===== src/rtl/io_pkg.sv =====
// Shared definitions for the output-side I/O stage: UART transmitter states and line constants.
package io_pkg;

    typedef enum logic [2:0] {
        IDLE   = 3'd0,
        START  = 3'd1,
        DATA   = 3'd2,
        STOP   = 3'd3,
        PARITY = 3'd4
    } tx_state_t;

    localparam int   UART_DATA_BITS = 8;
    localparam logic TXD_IDLE       = 1'b1;

endpackage


===== src/rtl/sync_fifo.sv =====
// Synchronous FIFO with first-word fall-through read data and async active-low reset.
module sync_fifo #(
    parameter int WIDTH = 8,
    parameter int DEPTH = 16
) (
    input  logic                     clk,
    input  logic                     rst,
    input  logic                     push,
    input  logic                     pop,
    input  logic [WIDTH-1:0]         din,
    output logic [WIDTH-1:0]         dout,
    output logic                     full,
    output logic                     empty,
    output logic [$clog2(DEPTH):0]   count
);

    localparam int PTR_W = $clog2(DEPTH);
    localparam int CNT_W = PTR_W + 1;

    logic [WIDTH-1:0] mem [DEPTH];
    logic [PTR_W-1:0] wr_ptr;
    logic [PTR_W-1:0] rd_ptr;
    logic             push_ok;
    logic             pop_ok;

    assign push_ok = push && !full;
    assign pop_ok  = pop && !empty;
    assign full    = (count == CNT_W'(DEPTH));
    assign empty   = (count == '0);
    assign dout    = mem[rd_ptr];

    // Storage carries no reset; only pointers and occupancy define validity.
    always_ff @(posedge clk) begin
        if (push_ok) begin
            mem[wr_ptr] <= din;
        end
    end

    always_ff @(posedge clk or negedge rst) begin
        if (!rst) begin
            wr_ptr <= '0;
            rd_ptr <= '0;
            count  <= '0;
        end else begin
            if (push_ok) begin
                wr_ptr <= wr_ptr + PTR_W'(1);
            end
            if (pop_ok) begin
                rd_ptr <= rd_ptr + PTR_W'(1);
            end
            if (push_ok && !pop_ok) begin
                count <= count + CNT_W'(1);
            end else if (!push_ok && pop_ok) begin
                count <= count - CNT_W'(1);
            end
        end
    end

endmodule


===== src/rtl/io_tx_unit.sv =====
// Output I/O stage: buffers pipeline output bytes in a FIFO and serialises them as UART frames.
// Optional even parity bit is enabled by defining IO_TX_PARITY_EN.
module io_tx_unit
    import io_pkg::*;
#(
    parameter int DEPTH        = 16,
    parameter int CLKS_PER_BIT = 87
) (
    input  logic                     clk,
    input  logic                     rst,
    input  logic                     out_issued,
    input  logic [31:0]              out_data,
    output logic                     out_stall,
    output logic                     txd,
    output logic                     tx_busy,
    output logic [$clog2(DEPTH):0]   fifo_count
);

    localparam int BAUD_W = $clog2(CLKS_PER_BIT);
    localparam int IDX_W  = $clog2(UART_DATA_BITS);
    localparam logic [BAUD_W-1:0] BAUD_LAST = BAUD_W'(CLKS_PER_BIT - 1);
    localparam logic [IDX_W-1:0]  IDX_LAST  = IDX_W'(UART_DATA_BITS - 1);

    tx_state_t                 state, state_next;
    logic [BAUD_W-1:0]         baud_cnt, baud_next;
    logic [IDX_W-1:0]          bit_idx, bit_idx_next;
    logic [UART_DATA_BITS-1:0] sr, sr_next;
    logic                      txd_next;
    logic                      bit_end;
    logic                      fifo_pop;
    logic                      fifo_full;
    logic                      fifo_empty;
    logic [UART_DATA_BITS-1:0] fifo_dout;
    logic [23:0]               unused_data_hi;
`ifdef IO_TX_PARITY_EN
    logic                      par_bit, par_next;
`endif

    assign unused_data_hi = out_data[31:8];

    sync_fifo #(
        .WIDTH (UART_DATA_BITS),
        .DEPTH (DEPTH)
    ) u_fifo (
        .clk   (clk),
        .rst   (rst),
        .push  (out_issued),
        .pop   (fifo_pop),
        .din   (out_data[UART_DATA_BITS-1:0]),
        .dout  (fifo_dout),
        .full  (fifo_full),
        .empty (fifo_empty),
        .count (fifo_count)
    );

    assign out_stall = fifo_full;
    assign tx_busy   = (state != IDLE) || (fifo_count != '0);
    assign bit_end   = (baud_cnt == BAUD_LAST);

    always_ff @(posedge clk or negedge rst) begin
        if (!rst) begin
            state    <= IDLE;
            baud_cnt <= '0;
            bit_idx  <= '0;
            sr       <= '0;
            txd      <= TXD_IDLE;
        end else begin
            state    <= state_next;
            baud_cnt <= baud_next;
            bit_idx  <= bit_idx_next;
            sr       <= sr_next;
            txd      <= txd_next;
        end
    end

`ifdef IO_TX_PARITY_EN
    always_ff @(posedge clk or negedge rst) begin
        if (!rst) begin
            par_bit <= 1'b0;
        end else begin
            par_bit <= par_next;
        end
    end
`endif

    // txd is registered from the next state so the line never glitches between bits.
    always_comb begin
        state_next   = state;
        baud_next    = '0;
        bit_idx_next = bit_idx;
        sr_next      = sr;
        fifo_pop     = 1'b0;
        txd_next     = TXD_IDLE;
`ifdef IO_TX_PARITY_EN
        par_next     = par_bit;
`endif
        case (state)
            IDLE: begin
                if (!fifo_empty) begin
                    fifo_pop   = 1'b1;
                    sr_next    = fifo_dout;
                    state_next = START;
`ifdef IO_TX_PARITY_EN
                    par_next   = ^fifo_dout;
`endif
                end
            end
            START: begin
                if (bit_end) begin
                    state_next   = DATA;
                    bit_idx_next = '0;
                end else begin
                    baud_next = baud_cnt + BAUD_W'(1);
                end
            end
            DATA: begin
                if (bit_end) begin
                    sr_next      = sr >> 1;
                    bit_idx_next = bit_idx + IDX_W'(1);
                    if (bit_idx == IDX_LAST) begin
`ifdef IO_TX_PARITY_EN
                        state_next = PARITY;
`else
                        state_next = STOP;
`endif
                    end
                end else begin
                    baud_next = baud_cnt + BAUD_W'(1);
                end
            end
`ifdef IO_TX_PARITY_EN
            PARITY: begin
                if (bit_end) begin
                    state_next = STOP;
                end else begin
                    baud_next = baud_cnt + BAUD_W'(1);
                end
            end
`endif
            STOP: begin
                if (bit_end) begin
                    if (!fifo_empty) begin
                        fifo_pop   = 1'b1;
                        sr_next    = fifo_dout;
                        state_next = START;
`ifdef IO_TX_PARITY_EN
                        par_next   = ^fifo_dout;
`endif
                    end else begin
                        state_next = IDLE;
                    end
                end else begin
                    baud_next = baud_cnt + BAUD_W'(1);
                end
            end
            default: begin
                state_next = IDLE;
            end
        endcase

        case (state_next)
            START:   txd_next = 1'b0;
            DATA:    txd_next = sr_next[0];
`ifdef IO_TX_PARITY_EN
            PARITY:  txd_next = par_next;
`endif
            default: txd_next = TXD_IDLE;
        endcase
    end

endmodule


===== config.mk =====
export PLATFORM = sky130hd
export DESIGN_NAME = io_tx_unit
export DESIGN_NICKNAME = d
export VERILOG_FILES = /design/src/rtl/io_pkg.sv /design/src/rtl/sync_fifo.sv /design/src/rtl/io_tx_unit.sv
export SDC_FILE = /design/constraint.sdc
export NUM_CORES = 1
export LEC_CHECK = 0
export ABC_AREA = 1
export CORE_MARGIN = 1.5
export CORE_UTILIZATION = 39
export CTS_CLUSTER_DIAMETER = 60
export CTS_CLUSTER_SIZE = 16
export DETAILED_ROUTE_END_ITERATION = 6
export SYNTH_ARGS = -nofsm -noshare
export SYNTH_HDL_FRONTEND = slang
export SYNTH_SLANG_ARGS = --single-unit

===== constraint.sdc =====
create_clock -name clk -period 3.5 [get_ports clk]
set_clock_uncertainty 0.2 [all_clocks]
set_input_delay 0.35 -clock clk [delete_from_list [all_inputs] [get_ports clk]]
set_output_delay 0.35 -clock clk [all_outputs]
set_load 0.02 [all_outputs]

* Word-level counts from Yosys, hierarchy flattened
Memories as Yosys holds them, arrays and structs flattened.
Index checks and enable logic that the tools add are counted.
** Operators by class
- Add/sub/neg operators :: 6
- $mul :: 0
- Divide/modulo/power cells :: 0
- Magnitude comparators :: 0
- Equality and inequality tests :: 11
- Shifts and indexed selects :: 0
- Muxes and demuxes :: 24
- Bitwise gates (word level) :: 0
- Reduce and logical (&&, ||, !) cells :: 19
** Operator list (number)
- 8-bit two-way mux :: 3
- 8-bit case mux with 3 select lines :: 1
- 3-bit two-way mux :: 7
- 7-bit two-way mux :: 2
- 3-bit case mux with 4 select lines :: 1
- 5-bit two-way mux :: 2
- 3-bit by 2-bit == test with 1-bit output, second input constant :: 3
- 4-bit by 1-bit adder with 4-bit output, second input constant :: 2
- 7-bit by 1-bit adder with 7-bit output, second input constant :: 1
- 7-bit == test, second input constant :: 1
- 3-bit by 1-bit == test with 1-bit output, second input constant :: 2
- 2-bit != test, second input constant :: 3
- 3-bit case mux with 2 select lines :: 1
- 3-bit AND reduction :: 2
- 3-bit nonzero test :: 2
- 5-bit by 1-bit adder with 5-bit output, second input constant :: 1
- 5-bit == test, second input constant :: 1
- 5-bit logical NOT :: 1
- 1-bit two-way mux :: 5
- 5-bit nonzero test :: 1
- 5-bit by 1-bit subtractor with 5-bit output, second input constant :: 1
- 1-bit logical AND :: 4
- 1-bit logical NOT :: 4
- 1-bit case mux with 2 select lines :: 2
- other kinds (6) :: 7
** Storage, ports and cells
- Register bits :: 35
- Latch bits :: 0
- RAM bits :: 128
- Bits in read-only memories :: 0
- Input port bits :: 35
- Output and inout bits :: 8
- Word-level logic and storage cells :: 70
- Memories :: 1
** Memory list
- u_fifo.mem :: words 16, width 8, rd ports 1, clocked after memory_dff 0, write ports 1, line sync_fifo.sv:20 : logic [WIDTH-1:0] mem [DEPTH];

* Logic depth before layout (Yosys ltp)
- Depth in word-level cells :: 8
- Gate-level depth with buffers :: 16
- Gate-level depth less buffers :: 16

* Hierarchy
Synthesis repeated with hierarchy kept, for this count alone.
** Unflattened totals
- Cells, all modules :: 768
- Area total of the unflattened synthesis :: 7483.4 µm²
** By module, submodules not included
- sync_fifo :: instances 1, cells each 620, area each 6218.5 µm², seq. area each 4169.0 µm²
- io_tx_unit :: instances 1, cells each 148, area each 1265.0 µm², seq. area each 551.8 µm²

* Worst setup path after synthesis
OpenSTA, ideal clock, no wires.
- Path type :: reg-to-reg
- Start point :: register u_fifo.count[1]
- End point :: register u_fifo.count[4]
- Setup time :: 0.080 ns
- Data arrival time :: 2.495 ns
- Required time :: 3.220 ns
- Setup slack :: 0.725 ns
- Stages on the path, launching flop included :: 16
- Path buffers :: 0
- Clock period less this slack :: 2.775 ns
- Cell sequence :: dfrtp_1 > nor2_1 > nand3_1 > nor2_1 > inv_1 > nand2_1 > inv_1 > ha_1 > inv_1 > ha_1 > inv_1 > o21bai_1 > o21ai_0 > nand2_1 > nor2_1 > xor2_1
** Between the ends
- Elaborated cells on any way between the ends :: 18
- Classes of those cells :: add/sub (2); eq/ne (1); mux (5); reduce/logical (10)
** RTL lines
- start: declaration :: line sync_fifo.sv:14 : output logic [$clog2(DEPTH):0] count
- start signal: assignment :: line sync_fifo.sv:52 : count <= count + CNT_W'(1);
- start signal: assignment :: line sync_fifo.sv:54 : count <= count - CNT_W'(1);
- 5-bit == test (*) :: line sync_fifo.sv:28 : assign full = (count == CNT_W'(DEPTH));
- named net out_stall :: line io_tx_unit.sv:13 : output logic out_stall,
- 1-bit logical NOT (*) :: line sync_fifo.sv:26 : assign push_ok = push && !full;
- 1-bit logical AND (*) :: line sync_fifo.sv:26
- named net u_fifo.push_ok :: line sync_fifo.sv:23 : logic push_ok;
- 1-bit logical NOT :: line sync_fifo.sv:53 : end else if (!push_ok && pop_ok) begin
- 1-bit logical AND :: line sync_fifo.sv:53
- 2-bit nonzero test (no line)
Mark *: on every way through the listed nets, which the timed path passes. The rest lies on a longest branch. The select of a mux whose other input is x is not followed.
A chain may end at the register's enable or synchronous reset.

* Worst setup path after layout
- Start point :: register baud_cnt[0]
- End point :: register u_fifo.count[4]
** Between the ends
- Longest elaborated chain between the ends :: 7
- Elaborated cells on any way between the ends :: 9
- Classes of those cells :: eq/ne (1); mux (3); reduce/logical (5)
** RTL lines
- start: declaration :: line io_tx_unit.sv:25 : logic [BAUD_W-1:0] baud_cnt, baud_next;
- start signal: assignment :: line io_tx_unit.sv:69 : baud_cnt <= baud_next;
- 7-bit == test (*) :: line io_tx_unit.sv:58 : assign bit_end = (baud_cnt == BAUD_LAST);
- 1-bit two-way mux (*) :: line io_tx_unit.sv:141 : if (bit_end) begin
- 1-bit case mux with 2 select lines (*) :: line io_tx_unit.sv:97 : case (state)
- 1-bit logical AND (*) :: line sync_fifo.sv:27 : assign pop_ok = pop && !empty;
- 1-bit logical NOT :: line sync_fifo.sv:51 : if (push_ok && !pop_ok) begin
- 1-bit logical AND :: line sync_fifo.sv:51
- 5-bit two-way mux or 2-bit nonzero test (tied branches)
Mark *: on every way between the ends. The rest lies on a longest branch, timed or not.

==> flow_results.org <==
** Die
- 43 I/O pins were placed.
- Initial core utilization :: 40.2%
- Die X :: 140 um
- Number of placement rows :: 49
- Vertical die dimension :: approximately 140 um
- The core region is between 15,000 and 20,000 sq um.
- Die Footprint :: 19,600 sq um

** Final layout
- Compared with the post-synthesis result, the final layout area differs by 12.7%.
- Number of nets in the final layout :: 773
- 0 antenna diodes ended up in the layout.
- Ratio of cells with drive above 1 in the final layout :: 8.70%

** Route
- The routed design has 15,400 um of wire.
- Dividing the detail-routed via count by the number of cells gives 4.92.
- The first detailed-routing pass ran for 6 iterations.
- The first routing iteration left 391 violations.
- Detailed routing inserted a total of roughly 4,700 vias.
- Once detail routing completed, the nets flagged for antenna violations numbered 0.
- After detailed routing, the number of remaining DRC violations is 0.
- WL per Instance :: about 16 um

** Clocking
- Root Buffer Master :: sky130_fd_sc_hd__clkbuf_16
- Buffers added to address setup during post-CTS repair amount to 0.
- Longest Clk Path Bufs :: 2
- Buffers inserted during clock tree synthesis total 17.
- CTS H-tree depth :: 4
- Number of gates resized after cts :: 0
- TritonCTS sink count :: ~160
- The number of hold buffers added after CTS was 1.
- Clock edge transition at the registers on the reported setup and hold paths :: 0.06 ns
- TritonCTS built the clock tree.
- Clock latency at the later pin of the worst-skew pair :: 0.42 ns

** Synth
- Counting flops with an async set or reset pin after synthesis yields a share of 21.5%.
- Synth Register Bits :: 163
- In this run the mean area of a mapped cell was 10.4 sq um.
- Cell type contributing the most total cell area after synthesis :: sky130_fd_sc_hd__edfxtp_1
- Synthesized netlist cell count :: 704
- Among all flip-flop cells after synthesis, the most frequent one is sky130_fd_sc_hd__edfxtp_1.
- Yosys printed 0 warnings.
- The share of the Yosys chip area taken by registers is 64.5%.
- Yosys mapped a number of flops with a built-in enable equal to 128.
- Share of Yosys cell area claimed by the top area cell type :: 52.5%
- The synthesized netlist occupies a cell area of approximately 7300 sq um.
- Counting distinct cell types in the post-synthesis netlist gives 40.
- Top post-synthesis cells by area :: sky130_fd_sc_hd__edfxtp_1, sky130_fd_sc_hd__dfrtp_1, sky130_fd_sc_hd__nor2_1, sky130_fd_sc_hd__nand2_1, sky130_fd_sc_hd__nand3_1
- Counting every net in the synthesized netlist gives around 750.

** Setup path
- Kind of end point of the critical path :: register
- WP data arrival :: 3.02 ns
- The critical path in this run is classified as register to register.
- At the worst endpoint, the required time is 3.64 ns.
- Maximum net fanout on the critical path :: 8
- The worst setup path is launched from a register.

** Placement
- Routability cong. :: 0.786
- Port Buf Inserts :: 18
- Setup slack at placement :: 0.617 ns
- Placed wire-length estimate :: 9750 um

** Power
- Power density over the cells :: 779 nW/um^2
- The worst-case IR drop observed on VDD is 0.000402 V.
- Cell leakage power :: around 3.2 nW

** STA
- Total Neg Setup Slack :: 0 ns
- Final worst-path cycle share :: ~80%
- After layout, the worst setup slack is around 0.62 ns.
- Final setup violating endpoints :: 0
- Fin. Hold Viols :: 0
- Worst slew slack as a fraction of its limit :: 42.4%
- Hold timing on the final database bottoms out at a slack of 0.284 ns.
- For the pin with the worst max-slew slack, the measured transition is ~0.86 ns.
- The number of pins with negative max-slew slack in the final report was 0.
- Static timing analysis puts the maximum clock frequency at 348 MHz.
- The worst path needs 2.88 ns of the cycle, external delays included.
- Setup repair after global routing left no endpoint under its margin.

** Global routing
- The first global-routing pass estimated 24,500 um of wire.
- For this run, the total global-route usage over all layers was measured as 16.6%.
- Largest net degree at the start of global routing :: just under 60
- The number of global-route vias before repair was 4,562.
- Antenna violations before repair :: 0
- Summed over all layers, the global routing overflow is 0.

** Run status
- Result of the run :: finished clean

** Worst hold path
- The path class of the tightest hold or removal check is register to register.

** Job
- Across the run, the number of max-cap violations was 0.
## synth_stat cells (2+ instances only)
library cell               instances
sky130_fd_sc_hd__ha_1             14
sky130_fd_sc_hd__o211ai_1          3
sky130_fd_sc_hd__inv_1            59
sky130_fd_sc_hd__a21oi_1          11
sky130_fd_sc_hd__buf_2            14
sky130_fd_sc_hd__clkbuf_1          7
sky130_fd_sc_hd__nor2_4            2
sky130_fd_sc_hd__nor2_1          140
sky130_fd_sc_hd__nand2_2           3
sky130_fd_sc_hd__nand4_1           3
sky130_fd_sc_hd__nand3_2           2
sky130_fd_sc_hd__a22o_1            2
sky130_fd_sc_hd__nor2_2            3
sky130_fd_sc_hd__inv_2             5
sky130_fd_sc_hd__clkinv_1          3
sky130_fd_sc_hd__o21ai_1           5
sky130_fd_sc_hd__nor3_1            2
sky130_fd_sc_hd__nand2_1         117
sky130_fd_sc_hd__a21oi_2           6
sky130_fd_sc_hd__o21ai_0          39
sky130_fd_sc_hd__buf_6             3
sky130_fd_sc_hd__dfrtp_1          34
sky130_fd_sc_hd__nand3_1          73
sky130_fd_sc_hd__xnor2_1           2
sky130_fd_sc_hd__edfxtp_1        128
sky130_fd_sc_hd__xor2_1           10
## path summary, 6_finish.rpt
kind                            depth (start not counted)                  start                            to  slack (ns)
worst max-delay path                                   16  baud_cnt[0]$_DFF_PN0_   u_fifo.count[4]$_DFFE_PN0P_        0.62
worst min-delay path                                    1  baud_cnt[0]$_DFF_PN0_         baud_cnt[0]$_DFF_PN0_        0.28
worst max register to register                         16  baud_cnt[0]$_DFF_PN0_   u_fifo.count[4]$_DFFE_PN0P_        0.62
worst min register to register                          1  baud_cnt[0]$_DFF_PN0_         baud_cnt[0]$_DFF_PN0_        0.28
max in group asynchronous                               2                    rst  u_fifo.rd_ptr[0]$_DFFE_PN0P_        2.18
min in group asynchronous                               2                    rst        bit_idx[0]$_DFFE_PN0P_        0.35
## critical path, stage by stage, from the launching register on
cell                       delay [ns]
sky130_fd_sc_hd__dfrtp_1         0.40
sky130_fd_sc_hd__inv_1           0.07
sky130_fd_sc_hd__ha_1            0.16
sky130_fd_sc_hd__nand3_1         0.09
sky130_fd_sc_hd__nor2_2          0.15
sky130_fd_sc_hd__nand2_2         0.09
sky130_fd_sc_hd__a21oi_4         0.24
sky130_fd_sc_hd__inv_1           0.07
sky130_fd_sc_hd__ha_1            0.23
sky130_fd_sc_hd__inv_1           0.16
sky130_fd_sc_hd__ha_1            0.28
sky130_fd_sc_hd__inv_1           0.09
sky130_fd_sc_hd__o21bai_1        0.08
sky130_fd_sc_hd__o21ai_0         0.15
sky130_fd_sc_hd__nand2_1         0.07
sky130_fd_sc_hd__nor2_1          0.11
sky130_fd_sc_hd__xor2_1          0.16
## sequential cells by signal (all words and copies together) (netlist names)
name and cells:
u_fifo.mem 128, sr 8, baud_cnt 7, u_fifo.count 5
u_fifo.rd_ptr 4, u_fifo.wr_ptr 4, bit_idx 3, state 3
txd 1
## cells by family after synthesis
logic type | count (synthesis) | share of synthesized area [%]
and+or+nand+nor | 348 | 20.1
DFF | 163 | 64.5
buffers and inverters | 94 | 5.61
AOI/OAI and AO/OA | 71 | 5.68
adders and majority gates | 15 | 2.67
xor gates and xnor gates | 12 | 1.44
other | 1 | 0.0512
## cell type report
cell class,count,area [sq um]
Fill cell,1622,9960
Sequential cell,163,4720
Multi-Input combinational cell,447,2190
Clock buffer,18,429
Tap cell,229,287
Inverter,68,258
Timing Repair Buffer,26,238
Clock inverter,14,129
## per-stage QoR
step	instances	area [sq um]	total power, mW	utilization, %
floorplan	704	7320	4.12	-
global placement	932	7680	4.66	42.2
global route	965	8250	6.86	45.3
CTS	965	8250	6.49	45.3
finish	965	8250	6.43	45.3
detailed placement	932	7680	4.72	42.2
## cell usage in the layout, fill, tap and decap left out, types with 4 or more instances in the layout
master,n
sky130_fd_sc_hd__ha_1,14
sky130_fd_sc_hd__a21oi_2,6
sky130_fd_sc_hd__clkinvlp_4,4
sky130_fd_sc_hd__xor2_1,10
sky130_fd_sc_hd__dfrtp_1,33
sky130_fd_sc_hd__nand2_1,117
sky130_fd_sc_hd__buf_4,7
sky130_fd_sc_hd__nand3_1,73
sky130_fd_sc_hd__clkdlybuf4s50_1,17
sky130_fd_sc_hd__edfxtp_1,128
sky130_fd_sc_hd__o21ai_1,5
sky130_fd_sc_hd__a21oi_1,11
sky130_fd_sc_hd__inv_1,59
sky130_fd_sc_hd__nor2_1,140
sky130_fd_sc_hd__clkinv_1,6
sky130_fd_sc_hd__o21ai_0,39
sky130_fd_sc_hd__inv_2,5
sky130_fd_sc_hd__clkbuf_16,17
## where the power goes
group          internal (mW)  switching [mW]
Clock                  0.986           0.774
Combinational          0.682            1.41
Sequential              2.39           0.194
Total                   4.06            2.37
## routing by layer
layer,global-route usage (%),vias to the layer above,wire [um]
met3,2.84,14,540
li1,-,2382,-
met5,0,-,0
met1,21.6,2241,7000
met4,6.98,0,223
met2,27.7,112,7670
(Power assumes the default switching activity.)
